$ cat src/rtl/alu_serial_nbit_if.sv
// Operand/control/result bundle between the multi-cycle datapath and the serial ALU.
// The master drives a request and the slave returns a registered result with flags.
interface alu_serial_nbit_if #(
    parameter int WIDTH = 8
);
    logic             start;
    logic [WIDTH-1:0] a;
    logic [WIDTH-1:0] b;
    logic             Ainvert;
    logic             Binvert;
    logic [1:0]       op;
    logic             busy;
    logic             done;
    logic [WIDTH-1:0] result;
    logic             zflag;
    logic             cout;
    logic             overflow;

    modport master (
        output start, a, b, Ainvert, Binvert, op,
        input  busy, done, result, zflag, cout, overflow
    );

    modport slave (
        input  start, a, b, Ainvert, Binvert, op,
        output busy, done, result, zflag, cout, overflow
    );
endinterface

$ cat src/rtl/alu_serial_nbit.sv
// Serial N-bit ALU: SLICE bits per cycle, LSB first, ripple carry held in a register.
// AND/OR/ADD/SUB/SLT/NOR with start/busy/done handshake and registered flags.
module alu_serial_nbit #(
    parameter int WIDTH = 8,
    parameter int SLICE = 1
) (
    input  logic              clk,
    input  logic              reset,
    alu_serial_nbit_if.slave  bus
);
    localparam int NSTEP = WIDTH / SLICE;
    localparam int SW    = (NSTEP > 1) ? $clog2(NSTEP) : 1;

    localparam logic [1:0] S_IDLE = 2'd0;
    localparam logic [1:0] S_RUN  = 2'd1;
    localparam logic [1:0] S_FIN  = 2'd2;

    localparam logic [WIDTH-1:0] SLICE_MASK = WIDTH'({SLICE{1'b1}});

    logic [1:0]       r_state;
    logic [SW-1:0]    r_step;
    logic             r_carry;
    logic [WIDTH-1:0] r_a;
    logic [WIDTH-1:0] r_b;
    logic [1:0]       r_op;
    logic [WIDTH-1:0] r_result;
    logic             r_zflag;
    logic             r_cout;
    logic             r_ovf;
    logic             r_done;

    int               w_sh;
    logic [SLICE-1:0] w_sa;
    logic [SLICE-1:0] w_sb;
    logic [SLICE-1:0] w_sum;
    logic [SLICE-1:0] w_slice;
    logic [SLICE:0]   w_c;
    logic [WIDTH-1:0] w_res_next;
    logic [WIDTH-1:0] w_final;
    logic             w_cout;
    logic             w_ovf;
    logic             w_last;

    // Slice datapath for the current step; operands were pre-inverted at accept time.
    always_comb begin
        w_sh    = int'(r_step) * SLICE;
        w_sa    = SLICE'(r_a >> w_sh);
        w_sb    = SLICE'(r_b >> w_sh);
        w_c     = '0;
        w_c[0]  = r_carry;
        w_sum   = '0;
        for (int k = 0; k < SLICE; k++) begin
            w_sum[k]   = w_sa[k] ^ w_sb[k] ^ w_c[k];
            w_c[k+1]   = (w_sa[k] & w_sb[k]) | (w_c[k] & (w_sa[k] ^ w_sb[k]));
        end
        case (r_op)
            2'b00:   w_slice = w_sa & w_sb;
            2'b01:   w_slice = w_sa | w_sb;
            default: w_slice = w_sum;
        endcase
        w_res_next = (r_result & ~(SLICE_MASK << w_sh)) | (WIDTH'(w_slice) << w_sh);
        w_cout     = r_op[1] & w_c[SLICE];
        w_ovf      = r_op[1] & (w_c[SLICE-1] ^ w_c[SLICE]);
        // SLT: sign of (a - b) corrected by overflow gives the signed less-than.
        w_final    = (r_op == 2'b11) ? {{(WIDTH-1){1'b0}}, w_sum[SLICE-1] ^ w_ovf} : w_res_next;
        w_last     = (r_step == SW'(NSTEP - 1));
    end

    always_ff @(posedge clk or posedge reset) begin
        if (reset) begin
            r_state  <= S_IDLE;
            r_step   <= '0;
            r_carry  <= 1'b0;
            r_a      <= '0;
            r_b      <= '0;
            r_op     <= 2'b00;
            r_result <= '0;
            r_zflag  <= 1'b0;
            r_cout   <= 1'b0;
            r_ovf    <= 1'b0;
            r_done   <= 1'b0;
        end else begin
            r_done <= 1'b0;
            case (r_state)
                S_IDLE: begin
                    if (bus.start) begin
                        r_a     <= bus.Ainvert ? ~bus.a : bus.a;
                        r_b     <= ((bus.op == 2'b11) || bus.Binvert) ? ~bus.b : bus.b;
                        r_op    <= bus.op;
                        r_step  <= '0;
                        r_carry <= (bus.op == 2'b11) | ((bus.op == 2'b10) & bus.Binvert);
                        r_state <= S_RUN;
                    end
                end
                S_RUN: begin
                    r_carry <= w_c[SLICE];
                    if (w_last) begin
                        r_result <= w_final;
                        r_zflag  <= (w_final == '0);
                        r_cout   <= w_cout;
                        r_ovf    <= w_ovf;
                        r_done   <= 1'b1;
                        r_state  <= S_FIN;
                    end else begin
                        r_result <= w_res_next;
                        r_step   <= r_step + 1'b1;
                    end
                end
                S_FIN:   r_state <= S_IDLE;
                default: r_state <= S_IDLE;
            endcase
        end
    end

    assign bus.busy     = (r_state != S_IDLE);
    assign bus.done     = r_done;
    assign bus.result   = r_result;
    assign bus.zflag    = r_zflag;
    assign bus.cout     = r_cout;
    assign bus.overflow = r_ovf;
endmodule

$ cat src/flat_wrapper.sv
// flat-port wrapper written by rule: the top's interface ports become plain ports
module alu_serial_nbit_flat 
#(
    parameter int WIDTH = 8,
    parameter int SLICE = 1
)
  (clk, reset, bus_start, bus_a, bus_b, bus_Ainvert, bus_Binvert, bus_op, bus_busy, bus_done, bus_result, bus_zflag, bus_cout, bus_overflow);
  alu_serial_nbit_if #(.WIDTH(WIDTH)) bus_i ();
  input  logic clk;
  input  logic reset;
  input wire logic [$bits(bus_i.start)-1:0] bus_start;
  input wire logic [$bits(bus_i.a)-1:0] bus_a;
  input wire logic [$bits(bus_i.b)-1:0] bus_b;
  input wire logic [$bits(bus_i.Ainvert)-1:0] bus_Ainvert;
  input wire logic [$bits(bus_i.Binvert)-1:0] bus_Binvert;
  input wire logic [$bits(bus_i.op)-1:0] bus_op;
  output wire logic [$bits(bus_i.busy)-1:0] bus_busy;
  output wire logic [$bits(bus_i.done)-1:0] bus_done;
  output wire logic [$bits(bus_i.result)-1:0] bus_result;
  output wire logic [$bits(bus_i.zflag)-1:0] bus_zflag;
  output wire logic [$bits(bus_i.cout)-1:0] bus_cout;
  output wire logic [$bits(bus_i.overflow)-1:0] bus_overflow;
  assign bus_i.start = bus_start;
  assign bus_i.a = bus_a;
  assign bus_i.b = bus_b;
  assign bus_i.Ainvert = bus_Ainvert;
  assign bus_i.Binvert = bus_Binvert;
  assign bus_i.op = bus_op;
  assign bus_busy = bus_i.busy;
  assign bus_done = bus_i.done;
  assign bus_result = bus_i.result;
  assign bus_zflag = bus_i.zflag;
  assign bus_cout = bus_i.cout;
  assign bus_overflow = bus_i.overflow;
  alu_serial_nbit #(.WIDTH(WIDTH), .SLICE(SLICE)) u_core (.clk(clk), .reset(reset), .bus(bus_i));
endmodule
$ cat config.mk
export PLATFORM = sky130hd
export DESIGN_NAME = alu_serial_nbit_flat
export DESIGN_NICKNAME = d
export VERILOG_FILES = /design/src/rtl/alu_serial_nbit_if.sv /design/src/rtl/alu_serial_nbit.sv /design/src/flat_wrapper.sv
export SDC_FILE = /design/constraint.sdc
export NUM_CORES = 1
export LEC_CHECK = 0
export BUFFER_PORTS_ARGS = -buffer_cell sky130_fd_sc_hd__buf_2
export CORE_ASPECT_RATIO = 0.7
export CORE_MARGIN = 5
export CORE_UTILIZATION = 50
export DETAILED_ROUTE_END_ITERATION = 8
export PLACE_DENSITY = 0.76
export SLEW_MARGIN = 40
export SYNTH_ARGS = -nofsm -noshare
export SYNTH_HDL_FRONTEND = slang
export SYNTH_SLANG_ARGS = --single-unit
$ cat constraint.sdc
create_clock -name clk -period 2.9 [get_ports clk]
set_input_delay 0.58 -clock clk [delete_from_list [all_inputs] [get_ports clk]]
set_output_delay 0.58 -clock clk [all_outputs]
set_load 0.05 [all_outputs]
==> impl_results.md <==
* Crit-path max cell delay at 0.60 ns
* # fillers at 362
* Register area share after synthesis at 43.98%
* Count of different cell masters after synthesis at 41
* Die Wd at 86.50 um
* Placer Congestion at 0.8632
* Routed wire per std cell at 13.71 um
* Nets at 280
* Final cycle utilization of the critical path at 94.10%
* Post-CTS setup buffers at 0
* Min-Delay Path Class: in -> async
* PortBufs at 35
* First-pass GRT wire length at 7010 um
* Status: completed
* Adder-Cell Fraction of Synth Area at 5.864%
* CTS max path bufs at 2
* Worst setup EP type: flop
* Die ar. at 5497 um2
* Compound-Gate Fraction of Synth Area at 17.29%
* Post-Synthesis Cells at 211
* Crit-path max FO at 11
* Post-route insts no fill at 301
* Grt ovf at 0
* Fin. Hold Viols at 0
* Final hold slack at 0.3787 ns
* Dpl hpwl at 3119 um
* Slew margin rel. at 61.69%
* CTS tree: yes
* RSZ-0062 raised after global routing: false
* Worst reg-to-reg path cell count at 9
* Clock skew at 0.005270 ns
* Post-synthesis mux area share at 4.887%
* Clk sinks at 36
* Vias in the first global route at 1490
* Final slew viol count at 0
* Vert. Die Dim at 63.55 um
* Syn avg cell area at 9.707 um2
* XOR/XNOR Fraction of Synth Area at 8.430%
* Routed WL at 4128 um
* Top-count cell post-synth: nand2_1
* Clk pin slew, worst setup/hold paths at 0.07 ns
* Via Count at 1591
* Area share of the largest cell type after synthesis at 43.98%
* Placed Instances at 293
* Area growth syn-to-layout at 16.49%
* Post-Syn Area at 2048 um2
* Initial antenna violation count at 0
* Post-synthesis simple-gate area fraction at 14.23%
* Syn. warnings at 0
* Reg2reg setup slack at 0.17 ns
* Peak supply drop at 0.6116 mV
* Number of synthesized flops with an enable pin at 0
* Multi-input gate area at 1039 um2
* Top post-synthesis cells by area: dfrtp_1 44%, nand2_1 7.3%, o21ai_0 5.1%
* Leak at 1.151 nW
* Max Cap Violations at 0
* Post-Route Setup TNS at 0 ns
* Reg-to-Reg Start: u_core.r_step[1]$_DFFE_PP0P_
* FMAX at 366.5 MHz
* Top-Level Pins at 36
* Pre-antenna DRT Iters at 4
* Ratio of cells with drive above 1 in the final layout at 22.89%
* Tmin final at 2.729 ns
* Crit-path cells: mux4_2 > nand2_1 > and2_1 > inv_1 > fa_1 > nand2b_1 > o31ai_1 > or2_1 > o31ai_2
* # diodes at 0
* Main synth FF type: dfrtp_1
* Setup Viol. Count Final at 0
* Synthesized flop and latch total at 36
* # rows at 19
* Core area at 3946 um2
* Initial Util at 51.90%
* Crit path kind: reg -> reg
* Worst skew pair latency at 0.29 ns
* Tot Pwr at 3.044 mW
* CTS H-tree lvls at 2
* Asr flop ratio synth at 100.0%
* Main combinational cell family by area after synthesis: compound AO/OA/AOI/OAI gates
* Synth area leader: dfrtp_1
* FF/Latch Area at 902.1 um2
* WP data required at 3.10 ns
* Largest net degree at the start of global routing at 37
* Vias per inst at 5.286
* Tot GR Track Use at 16.34%
* Crit path DAT at 2.93 ns
* ANT nets after route at 0
* Startpoint Class: flop
* Mapped Nets at 243
* DRT iter0 DRCs at 76
* Root Buffer: clkbuf_8
* Post-synth top cells: 40 x nand2_1, 36 x dfrtp_1, 21 x o21ai_0
* Worst R2R End: u_core.bus.result[3]$_DFFE_PP0P_
* Pwr per Cell Area at 1276 nW/um2
* Clock buffer count from CTS at 5
* Worst-margin pin slew at 0.5747 ns
* DR DRC count at 0
* Critical-path top delay cell: dfrtp_1
## power by group
group	total, mW	leakage, nW	internal, mW	switching [mW]
Clock	0.431	0.0552	0.255	0.176
Combinational	1.68	0.641	0.695	0.982
Sequential	0.936	0.455	0.726	0.210
Total	3.04	1.15	1.68	1.37
## stage by stage
stage	setup WS (ns)	area [um2]	utilization, %
after global routing	0.02689	2386	60.46
after global placement	0.1795	2277	57.70
after floorplan	0.1791	2048	-
after detailed placement	0.1350	2277	57.70
after CTS	0.1134	2385	60.43
final	0.1712	2386	60.46
## state kept, by name, indices dropped and copies added, names as in the netlist
signal,flops
u_core.bus.cout,1
u_core.bus.done,1
u_core.bus.overflow,1
u_core.bus.result,8
u_core.bus.zflag,1
u_core.r_a,8
u_core.r_b,8
u_core.r_carry,1
u_core.r_op,2
u_core.r_state,2
u_core.r_step,3
## critical path, delay by kind of cell (launching register included)
kind                       cells  cell delay (ns)
buffers and inverters          1             0.07
AOI/OAI and AO/OA              2             0.33
muxes                          1             0.37
DFF                            1             0.60
adders and majority gates      1             0.55
and+or+nand+nor                4             0.72
## logic make-up (layout without fill, tap and decap cells)
kind of cell,after synthesis,in the layout
AO/OA/AOI/OAI,53,53
XOR/XNOR,18,18
adder cells (fa/ha/maj),9,9
buffers and inverters,27,65
flip-flops,36,36
multiplexers,5,5
AND/OR/NAND/NOR,63,63
## how the worst max path moves through the flow
stage	slack [ns]	depth (start not counted)	endpoint	from
global route	0.03	9	u_core.bus.result[0]$_DFFE_PP0P_	u_core.r_step[1]$_DFFE_PP0P_
detailed placement	0.14	9	u_core.bus.result[3]$_DFFE_PP0P_	u_core.r_step[0]$_DFFE_PP0P_
global placement	0.18	9	u_core.bus.result[0]$_DFFE_PP0P_	u_core.r_step[0]$_DFFE_PP0P_
floorplan	0.18	10	u_core.bus.result[0]$_DFFE_PP0P_	u_core.r_step[0]$_DFFE_PP0P_
finish	0.17	9	u_core.bus.result[3]$_DFFE_PP0P_	u_core.r_step[1]$_DFFE_PP0P_
CTS	0.11	9	u_core.bus.result[3]$_DFFE_PP0P_	u_core.r_step[0]$_DFFE_PP0P_
## placed cells by master, fill, tap and decap left out, types with 2 or more instances in the layout
cell type	Yosys	routed
nand2_1	40	40
buf_2	3	35
dfrtp_1	36	35
o21ai_0	21	21
inv_1	18	18
xor2_1	9	9
xnor2_1	8	8
a21oi_1	8	8
ha_1	8	8
o22ai_1	7	7
nor2_1	5	5
clkbuf_8	0	5
and2_1	4	4
mux4_2	4	4
buf_4	1	4
nand2b_1	3	3
nand3_1	3	3
nor2b_1	2	2
o31ai_1	2	2
nor3_1	2	2
a31oi_1	2	2
## area by class of cell
class | count | area share (%)
Clock buffer | 6 | 3.041
Clock inverter | 2 | 1.468
Inverter | 18 | 2.832
Multi-Input combinational cell | 148 | 43.52
Sequential cell | 36 | 37.81
Tap cell | 52 | 2.727
Timing Repair Buffer | 39 | 8.600
## what timing repair did
action	CTS	global route
gates resized for setup	0	1
hold buffers	0	0
endpoints found under the setup margin	0	4
## metal layers
metal	vias up	GRT usage, %	wire length [um]
met2	37	23.76	1847
met4	0	5.837	54
met1	755	23.56	2011
met5	-	0	0
met3	5	3.906	216
li1	794	-	-
(Power assumes the default switching activity.)
